`src/rtl/hilo_ctrl.sv`:
```
// hilo_ctrl: HI/LO register control, sequencing long mul/div ops through an external arithmetic unit.
// Compile-time option MADD_MSUB_EN adds the multiply-accumulate ACC state and 64-bit product register.
module hilo_ctrl (
    input  logic        clk,
    input  logic        reset,
    input  logic        req_valid,
    input  logic [3:0]  req_op,
    input  logic [31:0] src_a,
    input  logic [31:0] src_b,
    input  logic        flush,
    output logic        stall,
    output logic [3:0]  unit_op,
    output logic [31:0] unit_a,
    output logic [31:0] unit_b,
    output logic        unit_flush,
    input  logic [31:0] unit_hi,
    input  logic [31:0] unit_lo,
    input  logic        unit_ok,
    output logic [31:0] mf_data,
    output logic [31:0] hi_o,
    output logic [31:0] lo_o
);
    localparam logic [3:0] OP_NOP   = 4'd0;
    localparam logic [3:0] OP_MULT  = 4'd1;
    localparam logic [3:0] OP_DIVU  = 4'd4;
    localparam logic [3:0] OP_MTHI  = 4'd5;
    localparam logic [3:0] OP_MTLO  = 4'd6;
    localparam logic [3:0] OP_MFHI  = 4'd7;
    localparam logic [3:0] OP_MFLO  = 4'd8;
`ifdef MADD_MSUB_EN
    localparam logic [3:0] OP_MADD  = 4'd9;
    localparam logic [3:0] OP_MADDU = 4'd10;
    localparam logic [3:0] OP_MSUBU = 4'd12;

    typedef enum logic [1:0] {IDLE, BUSY, ACC} state_t;

    function automatic logic is_mac(input logic [3:0] op);
        return op inside {[OP_MADD:OP_MSUBU]};
    endfunction

    function automatic logic is_long(input logic [3:0] op);
        return op inside {[OP_MULT:OP_DIVU], [OP_MADD:OP_MSUBU]};
    endfunction
`else
    typedef enum logic {IDLE, BUSY} state_t;

    function automatic logic is_long(input logic [3:0] op);
        return op inside {[OP_MULT:OP_DIVU]};
    endfunction
`endif

    state_t      state_q;
    logic [3:0]  op_q;
    logic [31:0] a_q, b_q, hi_q, lo_q;
    logic        req_go, busy, in_acc;
`ifdef MADD_MSUB_EN
    logic [63:0] prod_q;
    assign in_acc = state_q == ACC;
`else
    assign in_acc = 1'b0;
`endif

    assign busy       = state_q == BUSY;
    assign req_go     = req_valid & ~flush & (state_q == IDLE);
    assign stall      = ~flush & (busy ? ~unit_ok : in_acc | (req_go & is_long(req_op)));
    // The unit only ever sees a live op while BUSY, so it cannot restart on a stale one.
    assign unit_op    = (busy & ~flush) ? op_q : OP_NOP;
    assign unit_a     = a_q;
    assign unit_b     = b_q;
    assign unit_flush = flush;
    assign mf_data    = ~req_go ? 32'd0 : req_op == OP_MFHI ? hi_q : req_op == OP_MFLO ? lo_q : 32'd0;
    assign hi_o       = hi_q;
    assign lo_o       = lo_q;

    always_ff @(posedge clk) begin
        if (!reset) begin
            state_q <= IDLE;
            op_q    <= OP_NOP;
            a_q     <= '0;
            b_q     <= '0;
            hi_q    <= '0;
            lo_q    <= '0;
`ifdef MADD_MSUB_EN
            prod_q  <= '0;
`endif
        end else if (flush) begin
            state_q <= IDLE;
        end else begin
            case (state_q)
                IDLE: if (req_valid) begin
                    if (is_long(req_op)) begin
                        state_q <= BUSY;
                        op_q    <= req_op;
                        a_q     <= src_a;
                        b_q     <= src_b;
                    end
                    if (req_op == OP_MTHI) hi_q <= src_a;
                    if (req_op == OP_MTLO) lo_q <= src_a;
                end
                BUSY: if (unit_ok) begin
`ifdef MADD_MSUB_EN
                    if (is_mac(op_q)) begin
                        prod_q  <= {unit_hi, unit_lo};
                        state_q <= ACC;
                    end else
`endif
                    begin
                        {hi_q, lo_q} <= {unit_hi, unit_lo};
                        state_q      <= IDLE;
                    end
                end
`ifdef MADD_MSUB_EN
                ACC: begin
                    {hi_q, lo_q} <= (op_q inside {OP_MADD, OP_MADDU}) ? {hi_q, lo_q} + prod_q
                                                                       : {hi_q, lo_q} - prod_q;
                    state_q      <= IDLE;
                end
`endif
                default: state_q <= IDLE;
            endcase
        end
    end
endmodule
```
`config.mk`:
```
export PLATFORM = sky130hd
export DESIGN_NAME = hilo_ctrl
export DESIGN_NICKNAME = d
export VERILOG_FILES = /design/src/rtl/hilo_ctrl.sv
export SDC_FILE = /design/constraint.sdc
export NUM_CORES = 1
export LEC_CHECK = 0
export CAP_MARGIN = 30
export CORE_MARGIN = 3
export CORE_UTILIZATION = 35
export DETAILED_ROUTE_END_ITERATION = 12
export PLACE_DENSITY = 0.72
export SLEW_MARGIN = 30
export SYNTH_ARGS = -nofsm -noshare
export SYNTH_HDL_FRONTEND = slang
export SYNTH_SLANG_ARGS = --single-unit
```
`constraint.sdc`:
```
create_clock -name clk -period 3.9 [get_ports clk]
set_input_delay 0.975 -clock clk [delete_from_list [all_inputs] [get_ports clk]]
set_output_delay 0.975 -clock clk [all_outputs]
set_load 0.02 [all_outputs]
```
==> reports/summary.log <==
INFO  logic_synthesis seq_area_frac_synth=40.84%
INFO  flow_run       cap_violations=0
INFO  routing        first_pass_iters=4
INFO  pwr            finalPower=3.632mW
INFO  logic_synthesis synthesis.instances=742
INFO  sta            worst_clock_skew=6.291ps
INFO  final_layout   final_area=10460µm²
INFO  sta            tns_setup=0ps
INFO  cts            clockRootBuffer=sky130_fd_sc_hd__clkbuf_16
INFO  logic_synthesis postSynthNetCount=879
INFO  worst_setup_path worst_setup_path_start_kind=input port
INFO  final_layout   fill_cell_total_of_the_finished_layout=1671
INFO  floorplanning  ioPinCount=303
INFO  floorplanning  initial_utilization=35.93%
INFO  global_route   number_of_antenna_violations_at_the_first_check_in_global_routing=0
INFO  sta            report.final.slew_viol_count=0
INFO  routing        wl_final=21230µm
INFO  final_layout   num_antenna_cells=0
INFO  final_layout   mostFrequentLayoutCells=sky130_fd_sc_hd__clkdlybuf4s50_1 (279), sky130_fd_sc_hd__nand2_1 (263), sky130_fd_sc_hd__dfxtp_1 (132)
INFO  final_layout   final_core_util=57.63%
INFO  logic_synthesis yosys.cell_types.count=24
INFO  final_layout   seq_area=2666µm²
INFO  cts            insertion_delay=410ps
INFO  cts            post-cts-setup-buffers=0
INFO  routing        drt_iter0_drc=214
INFO  place          gpl.final_weighted_congestion=0.8301
INFO  cts            clk_pin_slew_worst_paths=50ps
INFO  floorplanning  die-height=142.5µm
INFO  worst_setup_path criticalPathCategory=input port to output port
INFO  logic_synthesis synthesis_warning_total=0
INFO  logic_synthesis ys_top_cells_by_area=sky130_fd_sc_hd__dfxtp_1 (41%), sky130_fd_sc_hd__mux2i_1 (20%), sky130_fd_sc_hd__nand2_1 (15%)
INFO  final_layout   final_cell_count_no_fill=1261
INFO  worst_setup_path rr_worst_depth=5
INFO  sta            timing.final.crit_share=99.99%
INFO  cts            htree_num_levels=4
INFO  worst_setup_path data_arrival_time_at_the_worst_slack_endpoint=2920ps
INFO  sta            rsz0062_at_grt=true
INFO  hold_path      worstHoldStart=op_q[3]$_SDFFE_PN0P_
INFO  global_route   globalRouteTotalUtil=20.39%
INFO  global_route   vias_in_the_first_global_route=6092
INFO  logic_synthesis post_synth.cell_area_avg=8.787µm²
INFO  floorplanning  die_w=142.5µm
INFO  logic_synthesis synth_area=6520µm²
INFO  pwr            leakagePower=4.497nW
INFO  cts            tritoncts_clock_tree=built
INFO  worst_setup_path critical_path.reg2reg.endpoint=hi_o[9]$_SDFFE_PN0P_
INFO  global_route   grt_start_max_net_pins=105
INFO  routing        count_of_vias_placed_by_the_detailed_router=6129
INFO  logic_synthesis yosys.area.top_type_share=40.84%
INFO  hold_path      timing.hold.worst.class=register to register
INFO  routing        detail-route-antenna-nets=0
INFO  worst_setup_path worst-r2r-setup-slack=1550ps
INFO  pwr            largest_vdd_supply_drop=0.2789mV
INFO  final_layout   most_common_library_cell_in_the_layout_ignoring_fill_and_taps=sky130_fd_sc_hd__clkdlybuf4s50_1
INFO  pwr            cellPowerDensity=347.3nW/µm²
INFO  hold_path      hold-path-endpoint=op_q[3]$_SDFFE_PN0P_
INFO  place          dpl_cell_area=9739µm²
INFO  floorplanning  die-area=20300µm²
INFO  logic_synthesis synth_seq_cells=133
INFO  cts            numCtsBuffers=17
INFO  sta            timing.final.hold_violations=0
INFO  global_route   grt_pass1_wl=33060µm
INFO  run_status     outcome=completed
INFO  final_layout   finalNetCount=1156
INFO  worst_setup_path worstPathRequired=2920ps
INFO  sta            relSlewSlack=36.35%
INFO  routing        via_per_inst=4.860
INFO  sta            timing.final.crit_period=3899ps
INFO  cts            clkSinkCount=133
INFO  routing        wl_per_cell=16.84µm
INFO  floorplanning  rows=49
INFO  final_layout   area_used_by_multi_input_combinational_logic=3561µm²
INFO  hold_path      timing.hold.worst_path_depth=2
INFO  worst_setup_path r2r-start=busy$_SDFF_PP0_
INFO  sta            finalSetupViolCount=0
INFO  worst_setup_path timing.critical_path.fanout_max=12
INFO  sta            fmax=256.4MHz
INFO  logic_synthesis yosysTopAreaCell=sky130_fd_sc_hd__dfxtp_1
INFO  global_route   grt_overflow=0
INFO  sta            worst-slew-pin-transition=954.7ps
INFO  final_layout   area.growth.synth_to_final=60.41%
INFO  place          hpwl=14990µm
INFO  place          number_of_input_and_output_port_buffers_inserted=302
INFO  worst_setup_path critPathCaptureType=output port
INFO  floorplanning  coreArea=18150µm²
INFO  place          place.detailed.instances=1229
INFO  routing        drt_drc_violations_left=0
INFO  cts            cts.path.max_buffers=2
INFO  final_layout   layout-drive-gt1-share=11.63%
[per-stage QoR]
stage | setup WS [ps] | hold slack (ps)
6_report | 0.5507 | 425.5
5_1_grt | -102.2 | 459.6
4_1_cts | -56.46 | 425.2
3_5_place_dp | -39.58 | 416.4
3_3_place_gp | 24.65 | 412.1
2_1_floorplan | 690.3 | 405.1
[power by group]
group | switching (mW) | internal, mW
registers | 0.0164 | 1.38
clock network | 0.610 | 1.17
logic | 0.197 | 0.254
[cells in the mapped netlist]
cell type                  count
sky130_fd_sc_hd__nand2_1     263
sky130_fd_sc_hd__dfxtp_1     133
sky130_fd_sc_hd__mux2i_1     131
sky130_fd_sc_hd__mux2_2       65
sky130_fd_sc_hd__clkbuf_1     45
sky130_fd_sc_hd__nor2_1       34
sky130_fd_sc_hd__a22oi_1      32
sky130_fd_sc_hd__buf_2         8
sky130_fd_sc_hd__buf_4         6
sky130_fd_sc_hd__and2_1        4
sky130_fd_sc_hd__nor2b_1       3
sky130_fd_sc_hd__and4b_1       2
sky130_fd_sc_hd__buf_8         2
sky130_fd_sc_hd__inv_1         2
sky130_fd_sc_hd__nor4bb_1      2
sky130_fd_sc_hd__o211ai_1      2
sky130_fd_sc_hd__a41oi_1       1
sky130_fd_sc_hd__buf_1         1
sky130_fd_sc_hd__buf_12        1
sky130_fd_sc_hd__nor3b_1       1
sky130_fd_sc_hd__nor4b_1       1
sky130_fd_sc_hd__o21ai_0       1
sky130_fd_sc_hd__or3_1         1
sky130_fd_sc_hd__or3b_1        1
[cell families after synthesis]
| family | count (synthesis) | synth area share, % |
|---|---|---|
| and+or+nand+nor | 312 | 18.86 |
| muxes | 196 | 31.34 |
| DFF | 133 | 40.84 |
| buffers and inverters | 65 | 4.836 |
| AOI/OAI and AO/OA | 36 | 4.126 |
[critical path, stage by stage]
cell and delay [ps]:
sky130_fd_sc_hd__clkdlybuf4s50_1 490, sky130_fd_sc_hd__nor4b_4 360, sky130_fd_sc_hd__buf_4 270, sky130_fd_sc_hd__a22oi_1 90
sky130_fd_sc_hd__nor2_1 110, sky130_fd_sc_hd__clkdlybuf4s50_1 620
[flip-flops by register name, summed over array words and instances (netlist names)]
register / count
op_q: 4
unit_b: 32
hi_o: 32
busy: 1
unit_a: 32
lo_o: 32
[worst max path at each step]
stage | startpoint | to | cells after the start
2_1_floorplan | req_op[1] | mf_data[10] | 4
3_3_place_gp | req_op[1] | mf_data[13] | 6
3_5_place_dp | req_op[1] | mf_data[22] | 6
4_1_cts | req_op[1] | mf_data[22] | 6
5_1_grt | req_op[1] | mf_data[4] | 6
6_report | req_op[1] | mf_data[1] | 6
[layout make-up]
class,instances,area share (%)
inverter,2,0.07178
clock inverter,12,1.926
tap,229,2.740
clock buffer,20,4.367
timing repair buffer,321,31.36
sequential,133,25.49
multi-input combinational,544,34.05
[routing by layer]
layer | vias to the layer above | wire, µm | track usage, %
met5 | - | 0 | 0
met4 | 0 | 339 | 5.603
met3 | 24 | 1660 | 6.687
met2 | 197 | 10070 | 33.63
met1 | 2860 | 9160 | 25.61
li1 | 3048 | - | -
[what timing repair did]
action,CTS,global route
gates cloned,0,0
gates resized for setup,1,22
hold buffers,0,0
setup endpoints to repair,21,31
No activity file was read; power rests on OpenSTA's default activity.
